$ cat config.mk
export PLATFORM = sky130hd
export DESIGN_NAME = mem_access_unit
export DESIGN_NICKNAME = d
export VERILOG_FILES = /design/src/rtl/leg_mem_pkg.sv /design/src/rtl/mem_lane_align.sv /design/src/rtl/mem_access_unit.sv
export SDC_FILE = /design/constraint.sdc
export NUM_CORES = 1
export LEC_CHECK = 0
export CORE_MARGIN = 3
export CORE_UTILIZATION = 40
export DETAILED_ROUTE_END_ITERATION = 10
export GPL_ROUTABILITY_DRIVEN = 1
export HOLD_SLACK_MARGIN = 0.03
export PLACE_DENSITY = 0.8
export SETUP_SLACK_MARGIN = 0.3
export SLEW_MARGIN = 20
export SYNTH_ARGS = -nofsm -noshare
export SYNTH_HDL_FRONTEND = slang
export SYNTH_HIERARCHICAL = 1
export SYNTH_SLANG_ARGS = --single-unit
$ cat constraint.sdc
create_clock -name clk -period 2.1 [get_ports clk]
set_input_delay 0.21 -clock clk [delete_from_list [all_inputs] [get_ports clk]]
set_output_delay 0.21 -clock clk [all_outputs]
set_load 0.01 [all_outputs]
$ cat src/rtl/leg_mem_pkg.sv
// rtl/leg_mem_pkg.sv - shared types and helpers for the LEG data-memory access path
package leg_mem_pkg;

    typedef enum logic [1:0] {
        SIZE_B = 2'd0,
        SIZE_H = 2'd1,
        SIZE_W = 2'd2,
        SIZE_D = 2'd3
    } mem_size_t;

    typedef enum logic [2:0] {
        ST_IDLE  = 3'd0,
        ST_READ  = 3'd1,
        ST_MERGE = 3'd2,
        ST_WRITE = 3'd3,
        ST_RESP  = 3'd4
    } mau_state_t;

    localparam int BYTE_OFF_W = 3;

    // Right-aligned mask covering one access of the given size
    function automatic logic [63:0] lane_mask(mem_size_t size);
        logic [63:0] mask;
        case (size)
            SIZE_B:  mask = 64'h0000_0000_0000_00FF;
            SIZE_H:  mask = 64'h0000_0000_0000_FFFF;
            SIZE_W:  mask = 64'h0000_0000_FFFF_FFFF;
            default: mask = 64'hFFFF_FFFF_FFFF_FFFF;
        endcase
        return mask;
    endfunction

    // An access is misaligned when its byte offset is not a multiple of its size
    function automatic logic is_misaligned(logic [BYTE_OFF_W-1:0] off, mem_size_t size);
        logic bad;
        case (size)
            SIZE_B:  bad = 1'b0;
            SIZE_H:  bad = off[0];
            SIZE_W:  bad = |off[1:0];
            default: bad = |off;
        endcase
        return bad;
    endfunction

endpackage

$ cat src/rtl/mem_lane_align.sv
// rtl/mem_lane_align.sv - doubleword lane extract with sign/zero extension, and lane merge
module mem_lane_align
    import leg_mem_pkg::*;
(
    input  logic [63:0]           rd_word,
    input  logic [63:0]           wr_lane,
    input  logic [BYTE_OFF_W-1:0] off,
    input  mem_size_t             size,
    input  logic                  sign_ext,
    output logic [63:0]           load_data,
    output logic [63:0]           merge_data
);

    logic [5:0]  shamt;
    logic [63:0] lane;
    logic [63:0] mask;

    // Shift the addressed lane down, extend it, and build the merged store word
    always_comb begin
        shamt = {off, 3'b000};
        lane  = rd_word >> shamt;
        mask  = lane_mask(size);
        case (size)
            SIZE_B:  load_data = sign_ext ? {{56{lane[7]}},  lane[7:0]}  : {56'd0, lane[7:0]};
            SIZE_H:  load_data = sign_ext ? {{48{lane[15]}}, lane[15:0]} : {48'd0, lane[15:0]};
            SIZE_W:  load_data = sign_ext ? {{32{lane[31]}}, lane[31:0]} : {32'd0, lane[31:0]};
            default: load_data = lane;
        endcase
        merge_data = (rd_word & ~(mask << shamt)) | ((wr_lane & mask) << shamt);
    end

endmodule

$ cat src/rtl/mem_access_unit.sv
// rtl/mem_access_unit.sv - byte-addressed load/store unit driving a 64-bit synchronous data RAM
module mem_access_unit
    import leg_mem_pkg::*;
#(
    parameter int DATA_WIDTH = 64,
    parameter int ADDR_WIDTH = 12
) (
    input  logic                    clk,
    input  logic                    rst_n,
    input  logic                    req_valid,
    output logic                    req_ready,
    input  logic                    req_write,
    input  logic [1:0]              req_size,
    input  logic                    req_signed,
    input  logic [ADDR_WIDTH+2:0]   req_addr,
    input  logic [DATA_WIDTH-1:0]   req_wdata,
    output logic                    resp_valid,
    output logic [DATA_WIDTH-1:0]   resp_rdata,
    output logic                    resp_error,
    output logic                    mem_write,
    output logic [ADDR_WIDTH-1:0]   mem_address,
    output logic [DATA_WIDTH-1:0]   mem_writeData,
    input  logic [DATA_WIDTH-1:0]   mem_readData
);

    mau_state_t            state;
    logic                  ready_q;
    logic [BYTE_OFF_W-1:0] off_q;
    mem_size_t             size_q;
    logic                  signed_q;
    logic                  write_q;
    logic [63:0]           wdata_q;
    logic [63:0]           load_data;
    logic [63:0]           merge_data;
    mem_size_t             req_size_e;

    assign req_size_e = mem_size_t'(req_size);

    // Gate with rst_n so the core never sees ready during reset, even before the first reset edge
    assign req_ready = ready_q && rst_n;
    // Gate with rst_n so a reset landing on the WRITE cycle suppresses the RAM write edge
    assign mem_write = (state == ST_WRITE) && rst_n;

    mem_lane_align u_align (
        .rd_word    (mem_readData),
        .wr_lane    (wdata_q),
        .off        (off_q),
        .size       (size_q),
        .sign_ext   (signed_q),
        .load_data  (load_data),
        .merge_data (merge_data)
    );

    // Request sequencing FSM with registered response and RAM-side outputs
    always_ff @(posedge clk) begin
        if (!rst_n) begin
            state         <= ST_IDLE;
            ready_q       <= 1'b0;
            off_q         <= '0;
            size_q        <= SIZE_B;
            signed_q      <= 1'b0;
            write_q       <= 1'b0;
            wdata_q       <= '0;
            mem_address   <= '0;
            mem_writeData <= '0;
            resp_valid    <= 1'b0;
            resp_rdata    <= '0;
            resp_error    <= 1'b0;
        end else begin
            resp_valid <= 1'b0;
            case (state)
                ST_IDLE: begin
                    ready_q <= 1'b1;
                    if (req_valid && ready_q) begin
                        ready_q    <= 1'b0;
                        off_q      <= req_addr[BYTE_OFF_W-1:0];
                        size_q     <= req_size_e;
                        signed_q   <= req_signed;
                        write_q    <= req_write;
                        wdata_q    <= req_wdata;
                        resp_rdata <= '0;
                        resp_error <= 1'b0;
                        if (is_misaligned(req_addr[BYTE_OFF_W-1:0], req_size_e)) begin
                            // Misaligned: answer immediately, leave the RAM port untouched
                            resp_valid <= 1'b1;
                            resp_error <= 1'b1;
                            state      <= ST_RESP;
                        end else begin
                            mem_address <= req_addr[ADDR_WIDTH+2:BYTE_OFF_W];
                            if (req_write && (req_size_e == SIZE_D)) begin
                                mem_writeData <= req_wdata;
                                state         <= ST_WRITE;
                            end else begin
                                state <= ST_READ;
                            end
                        end
                    end
                end
                ST_READ: begin
                    state <= ST_MERGE;
                end
                ST_MERGE: begin
                    if (write_q) begin
                        mem_writeData <= merge_data;
                        state         <= ST_WRITE;
                    end else begin
                        resp_rdata <= load_data;
                        resp_valid <= 1'b1;
                        state      <= ST_RESP;
                    end
                end
                ST_WRITE: begin
                    resp_valid <= 1'b1;
                    state      <= ST_RESP;
                end
                ST_RESP: begin
                    resp_rdata <= '0;
                    resp_error <= 1'b0;
                    ready_q    <= 1'b1;
                    state      <= ST_IDLE;
                end
                default: begin
                    ready_q <= 1'b0;
                    state   <= ST_IDLE;
                end
            endcase
        end
    end

endmodule

==> results.txt <==
Summed over all nets, the half-perimeter wirelength after detailed placement is ~41000 µm. The deepest level of the CTS H-tree came out at 1. The count of final hold-check violations came out at 0. The total routed wirelength is between 50000 and 60000 µm.

For this run, design rule violations remaining after detail routing come to 0. The first-pass GRT wire length is between 80000 and 90000 µm. After the last flow step, the layout net total stands at approximately 2100. Measured against its own limit, the worst slew margin works out to ~32%.

The share of async-settable or async-resettable flops after synthesis is 0%. The total count of max-transition violations in the final report came out at 0. The slew of the pin with the lowest slew margin came out at about 1000 ps. The critical path start-end classification is flip-flop to flip-flop.

The area fraction of the dominant cell type after synthesis came out at 35.2%. The number of clock buffers inserted by TritonCTS came out at 24. The static power due to leakage is 7.74 nW. For this configuration, the core starts out at a cell density of roughly 40%.

The number of nets with antenna violations after detailed routing came out at 0. The worst hold path belongs to the class input port to flip-flop. The global-route congestion overflow total came out at 0. Measured on the finished design, the core utilization comes to 67.8%. The ratio of total power to cell area is roughly 560 nW/µm².

The clock reaches the later pin of the worst-skew pair after between 500 and 600 ps. Once routing completed, OpenROAD measured the worst setup slack at -57.2 ps. The share of the clock period used by the worst path after layout came out at 103%. The checks that failed: setup timing. The final setup violation count came out at 1.

The total via count in the routed design came out at around 15000. From synthesis to final layout, the design area changed by 64.8%. The count of flip-flops with a built-in enable after synthesis is 0. The maximum number of buffers from clock root to sink came out at 3.

The floorplan step set the die height to between 150 and 200 µm. The worst hold slack is between 200 and 250 ps. For the finished layout, the period the worst path requires is 2160 ps. Routability-driven placement finished with a final weighted congestion of 1.01. The gate count after technology mapping came out at between 1500 and 2000.

Sorting the synthesized cells by area gives the leading types as dfxtp_1, nand2_1, mux2i_1, a22o_1, nor2_1. The synthesized area divided by synthesized cell count is ~7.9 µm². For this run, the leading register cell type out of synthesis is dfxtp_1. The number of antenna violations at the first check in global routing came out at 0.

The peak ir drop on the vdd network came out at around 0.49 mV. Setup repair after global routing could not meet its margin everywhere. The share of cells above drive strength 1 is between 30% and 40%. Derived from the worst setup path, the maximum achievable clock frequency is roughly 460 MHz. The share of the yosys chip area belonging to registers came out at between 30% and 40%. After the first detailed-routing iteration, the DRC count stood at about 1700. The core area is 30000 µm². The first-pass iteration count of the detailed router came out at 8. The library cell used most frequently in the layout, excluding fill and tap cells, is clkdlybuf4s50_1.

The arrival time at the worst endpoint is about 2600 ps. The floorplan step set the die width to 182 µm. The floorplan has between 60 and 70 rows. The library cells used most frequently in the layout, excluding fill and tap cells, are clkdlybuf4s50_1, nand2_1, dfxtp_1, nor2_1, buf_4. Clock-pin slew was measured on the worst setup and hold paths at around 60 ps. The type of element launching the critical path is a flip-flop. The routed length per instance is 25.1 µm. Synthesis instantiated 62 different standard cells from the library.

The run finished, with violations left. The tree is rooted in a clkbuf_16. The number of global-route vias before repair is between 10000 and 15000. The number of register bits inferred by synthesis is between 200 and 250. TritonCTS built the clock tree. STA classifies the critical path endpoint as a flip-flop.

The clock drives ~220 sinks. The number of ports placed on the die boundary is ~290. The final-layout setup total negative slack is -57.2 ps. The number of maximum-capacitance constraint violations is 0. The maximum clock skew at final layout came out at 12.8 ps. The area of the die is 33000 µm². The post-synth net total came out at 1712. dfxtp_1 takes more of the synthesized area than any other cell. The area of the mapped netlist came out at ~12000 µm².

The global-route total usage across every layer is between 30% and 40%. The pin count of the biggest net entering global routing is 73. The count of synthesis-stage warnings from yosys is 6. The routed via count divided by cell count is between 6 and 7. In this run the worst path has a maximum fanout of 15.

During placement, the flow inserted port buffers numbering around 290. The required time at the worst-slack endpoint is around 2500 ps.
## path summary, 6_finish.rpt
path,startpoint,end,slack [ps],cells after the start
worst max-delay path,off_q[1],resp_rdata[28],-60,9
worst min-delay path,rst_n,mem_address[1],230,4
worst max register to register,off_q[1],resp_rdata[28],-60,9
worst min register to register,mem_address[1],mem_address[1],460,2
## through the flow
step / setup slack (ps) / area [µm²] / power [W] / std cells
floorplan: 188 / 12500 / 0.00538 / 1562
global placement: -180 / 16600 / 0.00637 / 2246
detailed placement: -256 / 16600 / 0.00638 / 2246
CTS: 29.4 / 18700 / 0.0109 / 2340
global route: -109 / 20300 / 0.0116 / 2371
finish: -57.2 / 20400 / 0.0113 / 2372
## per-layer routing
| metal | part of all wire, % | routed length (µm) | GRT usage [%] | vias up |
|---|---|---|---|---|
| met2 | 45 | 26700 | 51.5 | 970 |
| li1 | - | - | - | 6454 |
| met5 | 0 | 0 | 0 | - |
| met1 | 38 | 22600 | 40.7 | 6927 |
| met3 | 9.1 | 5430 | 5.69 | 268 |
| met4 | 7.9 | 4690 | 20.3 | 0 |
## logic make-up after synthesis
kind of cell | synth area share, %
multiplexers | 12.3
buffers and inverters | 6.17
AND/OR/NAND/NOR | 18.6
flip-flops | 35.2
AO/OA/AOI/OAI | 27.8
## cell usage after synthesis (31+ instances only)
library cell and n:
dfxtp_1 217, a211oi_1 61, mux2_2 35, a22o_1 88
o22ai_1 33, nand3_1 31, a21oi_1 95, mux2i_1 93
nand2_1 301, nor2_1 176, clkbuf_1 63, buf_2 60
o21ai_0 97
## where the power goes
part / switching, W / internal, W / total [W] / leakage [nW]
Combinational: 0.00143 / 0.00131 / 0.00274 / 5.59
Sequential: 0.000116 / 0.00421 / 0.00433 / 1.76
Clock: 0.00178 / 0.00248 / 0.00426 / 0.383
Total: 0.00333 / 0.00800 / 0.0113 / 7.74
## registers in the layout, summed over array words and instances, names as in the netlist, 2 cells and up
name           cells
mem_address       12
size_q             2
wdata_q           64
off_q              3
mem_writeData     64
state              3
resp_rdata        64
## layout make-up
cell class / instances / area, µm²
repair buffers: 527 / 5700
clock inverters: 10 / 106
diodes: 1 / 2.50
flip-flops and latches: 217 / 4370
fillers: 2242 / 9680
multi-input cells: 1188 / 8980
clock buffers: 31 / 668
inverters: 8 / 37.5
well taps: 390 / 488
## critical path, stage by stage (launching register included)
cell and delay [ps]:
dfxtp_4 380, buf_4 150, inv_6 100, mux4_2 550
nor4_4 230, buf_4 190, nor2_4 40, buf_12 140
nand2_1 70, a22o_1 230
## repair_timing
action                                  CTS  global route
setup buffers                            42            24
endpoints found under the setup margin  130           128
gates resized for setup                 207           307
pin swaps                               110           151
hold endpoints to repair                  3             0
hold buffers                              1             0
cloned                                   10             7
Note: power is estimated with default switching activity, not from simulation.
